`config.mk`:
```
export PLATFORM = sky130hd
export DESIGN_NAME = debug_mem_arbiter
export DESIGN_NICKNAME = d
export VERILOG_FILES = /design/src/rtl/debug_mem_arbiter.sv
export SDC_FILE = /design/constraint.sdc
export NUM_CORES = 1
export LEC_CHECK = 0
export CORE_AREA = 2 2 230 232
export CTS_CLUSTER_DIAMETER = 120
export CTS_CLUSTER_SIZE = 14
export DETAILED_ROUTE_END_ITERATION = 8
export DIE_AREA = 0 0 232 234
export SLEW_MARGIN = 20
export SYNTH_ARGS = -nofsm -noshare
export SYNTH_HDL_FRONTEND = slang
export SYNTH_SLANG_ARGS = --single-unit
```
`constraint.sdc`:
```
create_clock -name clk -period 7.2 [get_ports clk]
set_clock_uncertainty 0.2 [all_clocks]
set_input_delay 1.44 -clock clk [delete_from_list [all_inputs] [get_ports clk]]
set_output_delay 1.44 -clock clk [all_outputs]
set_load 0.02 [all_outputs]
```
`src/rtl/debug_mem_arbiter.sv`:
```
// Shares one memory port between the CPU (req/ack pass-through) and the JTAG debug side.
// Debug strobe to memory request takes 2 cycles; completion pulses come 1 cycle after mem_ack or timeout.
// A busy debug side drops new strobes and flags dbg_overrun; a CPU request stalls while debug owns the bus.
module debug_mem_arbiter #(
  parameter int ADDR_W  = 64,
  parameter int DATA_W  = 64,
  parameter int TIMEOUT = 1023
) (
  input  logic              clk,
  input  logic              rst_p,
  input  logic              dbg_ce,
  input  logic              dbg_we,
  input  logic [ADDR_W-1:0] dbg_addr,
  input  logic [DATA_W-1:0] dbg_wdata,
  output logic [DATA_W-1:0] dbg_rdata,
  output logic              dbg_rdata_ready,
  output logic              dbg_done,
  output logic              dbg_error,
  output logic              dbg_overrun,
  output logic              dbg_busy,
  input  logic              cpu_req,
  input  logic              cpu_we,
  input  logic [ADDR_W-1:0] cpu_addr,
  input  logic [DATA_W-1:0] cpu_wdata,
  output logic [DATA_W-1:0] cpu_rdata,
  output logic              cpu_ack,
  output logic              mem_req,
  output logic              mem_we,
  output logic [ADDR_W-1:0] mem_addr,
  output logic [DATA_W-1:0] mem_wdata,
  input  logic [DATA_W-1:0] mem_rdata,
  input  logic              mem_ack
);

  // Counter is wide enough to hold TIMEOUT; a zero TIMEOUT disables the abort path.
  localparam int TW     = (TIMEOUT > 0) ? $clog2(TIMEOUT + 1) : 1;
  localparam int TERM_I = (TIMEOUT > 0) ? TIMEOUT - 1 : 0;
  localparam logic [TW-1:0] TERM = TW'(TERM_I);
  localparam bit TMO_EN = (TIMEOUT != 0);

  typedef enum logic [1:0] {
    S_IDLE = 2'd0,
    S_CPU  = 2'd1,
    S_DBG  = 2'd2
  } state_t;

  state_t              state_q, state_d;
  logic                pend_q;
  logic                we_q;
  logic [ADDR_W-1:0]   addr_q;
  logic [DATA_W-1:0]   wdata_q;
  logic [TW-1:0]       tmo_cnt_q;
  logic [DATA_W-1:0]   rdata_q;
  logic                ready_q;
  logic                done_q;
  logic                error_q;
  logic                overrun_q;

  logic                capture;
  logic                dbg_ack;
  logic                dbg_tmo;
  logic                dbg_end;

  assign dbg_busy = pend_q | (state_q == S_DBG);
  assign capture  = dbg_ce & ~dbg_busy;
  assign dbg_ack  = (state_q == S_DBG) & mem_ack;
  // An ack in the terminal-count cycle takes precedence over the abort.
  assign dbg_tmo  = (state_q == S_DBG) & ~mem_ack & TMO_EN & (tmo_cnt_q == TERM);
  assign dbg_end  = dbg_ack | dbg_tmo;

  assign dbg_rdata       = rdata_q;
  assign dbg_rdata_ready = ready_q;
  assign dbg_done        = done_q;
  assign dbg_error       = error_q;
  assign dbg_overrun     = overrun_q;
  assign cpu_rdata       = mem_rdata;
  assign cpu_ack         = mem_ack & (state_q == S_CPU);

  // State register.
  always_ff @(posedge clk or posedge rst_p) begin
    if (rst_p) state_q <= S_IDLE;
    else       state_q <= state_d;
  end

  // Next-state: debug wins ties, including a strobe being captured this very cycle,
  // so a CPU request raised together with dbg_ce waits behind the debug transfer.
  always_comb begin
    state_d = state_q;
    case (state_q)
      S_IDLE: begin
        if (pend_q)                 state_d = S_DBG;
        else if (cpu_req & ~capture) state_d = S_CPU;
      end
      S_CPU:   if (mem_ack) state_d = S_IDLE;
      S_DBG:   if (dbg_end) state_d = S_IDLE;
      default: state_d = S_IDLE;
    endcase
  end

  // Memory bus mux decoded from state, so reset drops mem_req immediately.
  always_comb begin
    mem_req   = 1'b0;
    mem_we    = 1'b0;
    mem_addr  = '0;
    mem_wdata = '0;
    case (state_q)
      S_CPU: begin
        mem_req   = 1'b1;
        mem_we    = cpu_we;
        mem_addr  = cpu_addr;
        mem_wdata = cpu_wdata;
      end
      S_DBG: begin
        mem_req   = 1'b1;
        mem_we    = we_q;
        mem_addr  = addr_q;
        mem_wdata = wdata_q;
      end
      default: ;
    endcase
  end

  // Debug request capture and pending flag; pend clears on ack or abort.
  always_ff @(posedge clk or posedge rst_p) begin
    if (rst_p) begin
      pend_q  <= 1'b0;
      we_q    <= 1'b0;
      addr_q  <= '0;
      wdata_q <= '0;
    end else begin
      if (capture) begin
        pend_q  <= 1'b1;
        we_q    <= dbg_we;
        addr_q  <= dbg_addr;
        wdata_q <= dbg_wdata;
      end else if (dbg_end) begin
        pend_q  <= 1'b0;
      end
    end
  end

  // Timeout counter: held at zero outside DBG, saturates rather than wrapping.
  always_ff @(posedge clk or posedge rst_p) begin
    if (rst_p)                       tmo_cnt_q <= '0;
    else if (state_q != S_DBG)       tmo_cnt_q <= '0;
    else if (tmo_cnt_q != {TW{1'b1}}) tmo_cnt_q <= tmo_cnt_q + 1'b1;
  end

  // Read data register and one-cycle status pulses.
  always_ff @(posedge clk or posedge rst_p) begin
    if (rst_p) begin
      rdata_q   <= '0;
      ready_q   <= 1'b0;
      done_q    <= 1'b0;
      error_q   <= 1'b0;
      overrun_q <= 1'b0;
    end else begin
      if (dbg_ack & ~we_q) rdata_q <= mem_rdata;
      ready_q   <= dbg_ack & ~we_q;
      done_q    <= dbg_ack;
      error_q   <= dbg_tmo;
      overrun_q <= dbg_ce & dbg_busy;
    end
  end

endmodule

```
[Yosys cells after proc, flatten, opt, wreduce, memory -nomap -nowiden]
Index checks and enable logic that the tools add are counted.
Operators by class
  add/sub/neg operators: 1
  eq/ne operators: 8
  multiplexer cells: 13
  bitwise operators: 14
  reductions and logical operators: 5
Operators by type and width (number)
  64-bit case mux with 2 select lines: 2
  10-bit two-way mux: 2
  10-bit by 1-bit adder with 10-bit output (second input constant): 1
  10-bit equality test (second input constant): 1
  10-bit inequality test (second input constant): 1
  1-bit bitwise AND: 8
  2-bit two-way mux: 4
  2-bit inequality test (second input constant): 3
  2-bit case mux with 3 select lines: 1
  1-bit inverter: 4
  2-bit nonzero test: 2
  1-bit two-way mux: 3
  3-bit inequality test (second input constant): 1
  3-bit AND reduction: 1
  2-bit by 1-bit equality test with 1-bit output (second input constant): 1
  2-bit equality test (second input constant): 1
  2-bit logical NOT: 1
  1-bit OR: 2
  1-bit case mux with 2 select lines: 1
  2-bit OR reduction: 1
Storage, ports and cells
  register bits: 210
  input bits: 327
  word-level logic and storage cells: 52

[Depth between registers and ports, before layout]
  depth in word-level cells: 9
  depth in mapped cells: 8
  depth with buffers taken out: 6

[Worst setup path before layout]
Ideal clock, no wire load.
  path type: input to output
  start point: in cpu_addr[29]
  end point: out mem_addr[29]
  arrival: 1.818 ns
  required time: 5.560 ns
  slack: 3.742 ns
  cell stages on the path: 2
  cells stage by stage: a22oi_1 -> nor2b_1
On the way
  longest elaborated chain between the ends: 1
Ends and longest elaborated chain
  from (decl): RTL line 23  | input logic [ADDR_W-1:0] cpu_addr,
  64-bit case mux with 2 select lines: RTL line 106  | case (state_q)
  to (decl): RTL line 29  | output logic [ADDR_W-1:0] mem_addr,
No other way between the ends.

[Final worst setup path]
  start point: reg state_q[0]
  end point: out mem_addr[1]
On the way
  longest elaborated chain between the ends: 2
  elaborated cells on any way between the ends: 3
  classes of those cells: eq/ne: 2; mux: 1
Ends and longest elaborated chain
  from (decl): RTL line 47  | state_t state_q, state_d;
  from (signal assigned): RTL line 82  | else state_q <= state_d;
  2-bit equality test or 2-bit by 1-bit equality test with 1-bit output (tied branches): RTL line 106
  64-bit case mux with 2 select lines *: RTL line 106
Every way passes the cells marked *; elsewhere a longest branch is shown, timed or not.

==> results by group <==
Outcome
  – Outcome: finished clean

Global routing
  – GRT overflow: 0
  – Vias in the first global route: 9077
  – First-pass GRT wire length: 54.6 mm
  – GRT Total Usage: about 13%
  – Initial antenna violation count: 3
  – Largest net degree at the start of global routing: 89

Setup path
  – Critical Path RT: 5560 ps
  – Critical R2R Capture: dbg_rdata[27]$_DFFE_PP0P_
  – Highest net fanout along the worst path: 78
  – Crit path kind: reg -> out
  – Reg2Reg Depth: 6
  – Flop-to-flop setup slack: 3640 ps
  – CP Launch Type: flip-flop
  – Arrival time at the worst endpoint: 3470 ps
  – CP startpoint: state_q[0]$_DFFE_PP0P_
  – Critical path capture point type: output port
  – RR Startpoint: state_q[0]$_DFFE_PP0P_
  – Worst setup endpoint: mem_addr[1]

Clock tree
  – Clk buf depth: 3
  – Skew-Pair Late Insertion Delay: 510 ps
  – Cts repair resizes: 0
  – Root buf cell: clkbuf_16
  – CTS Hold Bufs: 0
  – CTS tree: yes
  – TritonCTS Buffers: 18
  – Sink Count: between 200 and 250
  – Postcts setup bufs: 0
  – H-Tree Level Count: 1
  – Clock slew at reported path FFs: 70 ps

Route
  – Detailed-router iteration count before antenna repair: 4
  – DR iter-0 viols: 305
  – DR vias: between 8000 and 9000
  – Routed wire length: 37.3 mm
  – DR WL/cell: 18.3 um
  – Detail Route Antenna Nets: 0
  – DRC: 0
  – Via/cell ratio: 4.21

Yosys
  – Number of nets produced by synthesis: 1199
  – Cells after Synth: 867
  – Warnings, synthesis: 0
  – Synth top area share: 48.5%
  – Syn avg cell area: 12.5 sq um
  – Top cells by area, synth: dfrtp_1, mux2_1, a22oi_1
  – Yosys reg bits: 210
  – Post-synthesis cell area: 10800 sq um
  – Largest area contributor in the netlist: dfrtp_1
  – Yosys cell types: just over 40
  – Register area share after synthesis: 48.5%

Timing
  – Crit share post-route: a little under three quarters
  – Slew Limit Fails: 0
  – Setup TNS: 0 ps
  – RSZ-0062 raised after global routing: no
  – F_max: just under 200 MHz
  – Final critical-path required period: 5110 ps
  – Setup WS post-layout: 2090 ps
  – Worst Tran Pin Value: 965 ps
  – Worst slew margin relative to its limit: between 30% and 40%
  – Fin. Hold Viols: 0
  – Final setup viols: 0

Place
  – IO Port Bufs: 590
  – DP Worst Slack: about 2500 ps
  – GP Congestion: about 0.77
  – DP HPWL: ~27 mm

Floorplan
  – # IOs: 591
  – Die X: 232 um
  – DIE HEIGHT: 234 um
  – Core area: approximately 52000 sq um
  – Die ar.: 54300 sq um
  – Initial Utilization: between 20% and 30%
  – Site row count: 84

Final layout
  – Commonest non-fill, non-tap cell in the layout: clkdlybuf4s50_1
  – Diodes inserted: 0
  – Layout area overhead: 59.0%
  – Most frequent cells in the layout: clkdlybuf4s50_1, dfrtp_1, a22oi_1, nor2b_1, mux2_1
  – Layout cells sized above 1: 9.14%
  – Nets: 1689

Worst hold path
  – HP Class: reg -> reg

Pwr
  – Pwr Total: 0.00651 W
  – PwrDens: 378 nW/um^2
  – Leakage: 6.66 nW
  – Peak supply drop: around 0.00017 V

Job
  – Max-cap viol count: 0
## flip-flops by register name (all words and copies together), names as in the netlist
name	flops
dbg_error	1
we_q	1
state_q	2
dbg_rdata	64
dbg_overrun	1
pend_q	1
tmo_cnt_q	10
dbg_rdata_ready	1
dbg_done	1
wdata_q	64
addr_q	64
## stage by stage
step / cell area (sq um) / util, % / hold slack, ps / instances
3_5_place_dp: 16800 / 32.2 / 276 / 2025
2_1_floorplan: 10800 / - / 259 / 867
5_1_grt: 17200 / 33.1 / 306 / 2044
3_3_place_gp: 16800 / 32.2 / 268 / 2025
6_report: 17200 / 33.1 / 288 / 2044
4_1_cts: 17200 / 33.1 / 292 / 2044
## worst min-delay path by stage
stage | start | end | cells past startpoint
floorplan | addr_q[0]$_DFFE_PP0P_ | addr_q[0]$_DFFE_PP0P_ | 1
global placement | wdata_q[61]$_DFFE_PP0P_ | wdata_q[61]$_DFFE_PP0P_ | 1
detailed placement | addr_q[21]$_DFFE_PP0P_ | addr_q[21]$_DFFE_PP0P_ | 1
CTS | addr_q[21]$_DFFE_PP0P_ | addr_q[21]$_DFFE_PP0P_ | 1
global route | addr_q[29]$_DFFE_PP0P_ | addr_q[29]$_DFFE_PP0P_ | 1
finish | wdata_q[47]$_DFFE_PP0P_ | wdata_q[47]$_DFFE_PP0P_ | 1
## layer usage
layer | track usage, % | up-vias | wire length, um
met5 | 0 | - | 37
met4 | 3.99 | 6 | 943
met3 | 3.32 | 48 | 2600
met2 | 22.1 | 309 | 18400
met1 | 15.8 | 4279 | 15400
li1 | - | 3968 | -
## where the power goes
group	leakage, nW	switching [W]	internal, W
sequential	2.52	0.000331	0.00175
combinational	3.91	0.00167	0.00186
clock	0.234	0.000436	0.000465
total	6.66	0.00244	0.00408
## layout make-up
| type | count | area [sq um] |
|---|---|---|
| sequential | 210 | 5260 |
| timing repair buffer | 602 | 6000 |
| fill | 5243 | 34800 |
| clock buffer | 19 | 475 |
| inverter | 10 | 41.3 |
| tap | 688 | 861 |
| multi-input combinational | 515 | 4610 |
## cell families (layout without fill, tap and decap cells)
family / after synthesis / count (layout) / synth area share, %
buf+inv: 142 / 631 / 9.43
xor+xnor: 5 / 5 / 0.404
mux: 196 / 196 / 22.0
simple gates: 166 / 166 / 9.28
flops: 210 / 210 / 48.5
fa+ha+maj: 5 / 5 / 0.577
compound gates: 143 / 143 / 9.85
## worst max-delay path, stage by stage, from the launching register on
cell and delay, ps:
dfrtp_1 420, inv_1 190, ha_4 780, buf_4 500, a22oi_1 150, nor2b_1 200
clkdlybuf4s50_1 630
## Yosys cell counts (all sizes together)
| cell type | instances |
|---|---|
| nor2b | 129 |
| nand4 | 2 |
| a211oi | 2 |
| dfrtp | 210 |
| and2 | 2 |
| a221oi | 1 |
| inv | 10 |
| xnor2 | 4 |
| a311o | 1 |
| and3 | 2 |
| clkbuf | 38 |
| nor3 | 2 |
| nor2 | 11 |
| or2 | 1 |
| a22oi | 129 |
| or3 | 1 |
| nand2 | 5 |
| o21bai | 1 |
| xor2 | 1 |
| mux2i | 3 |
| nand3 | 5 |
| a21oi | 3 |
| nand2b | 3 |
| o31ai | 1 |
| buf | 94 |
| o21ai | 2 |
| ha | 5 |
| mux2 | 193 |
| o211ai | 1 |
| and4 | 2 |
| or4 | 1 |
| a31oi | 2 |
Power figures use the tool's default switching activity.
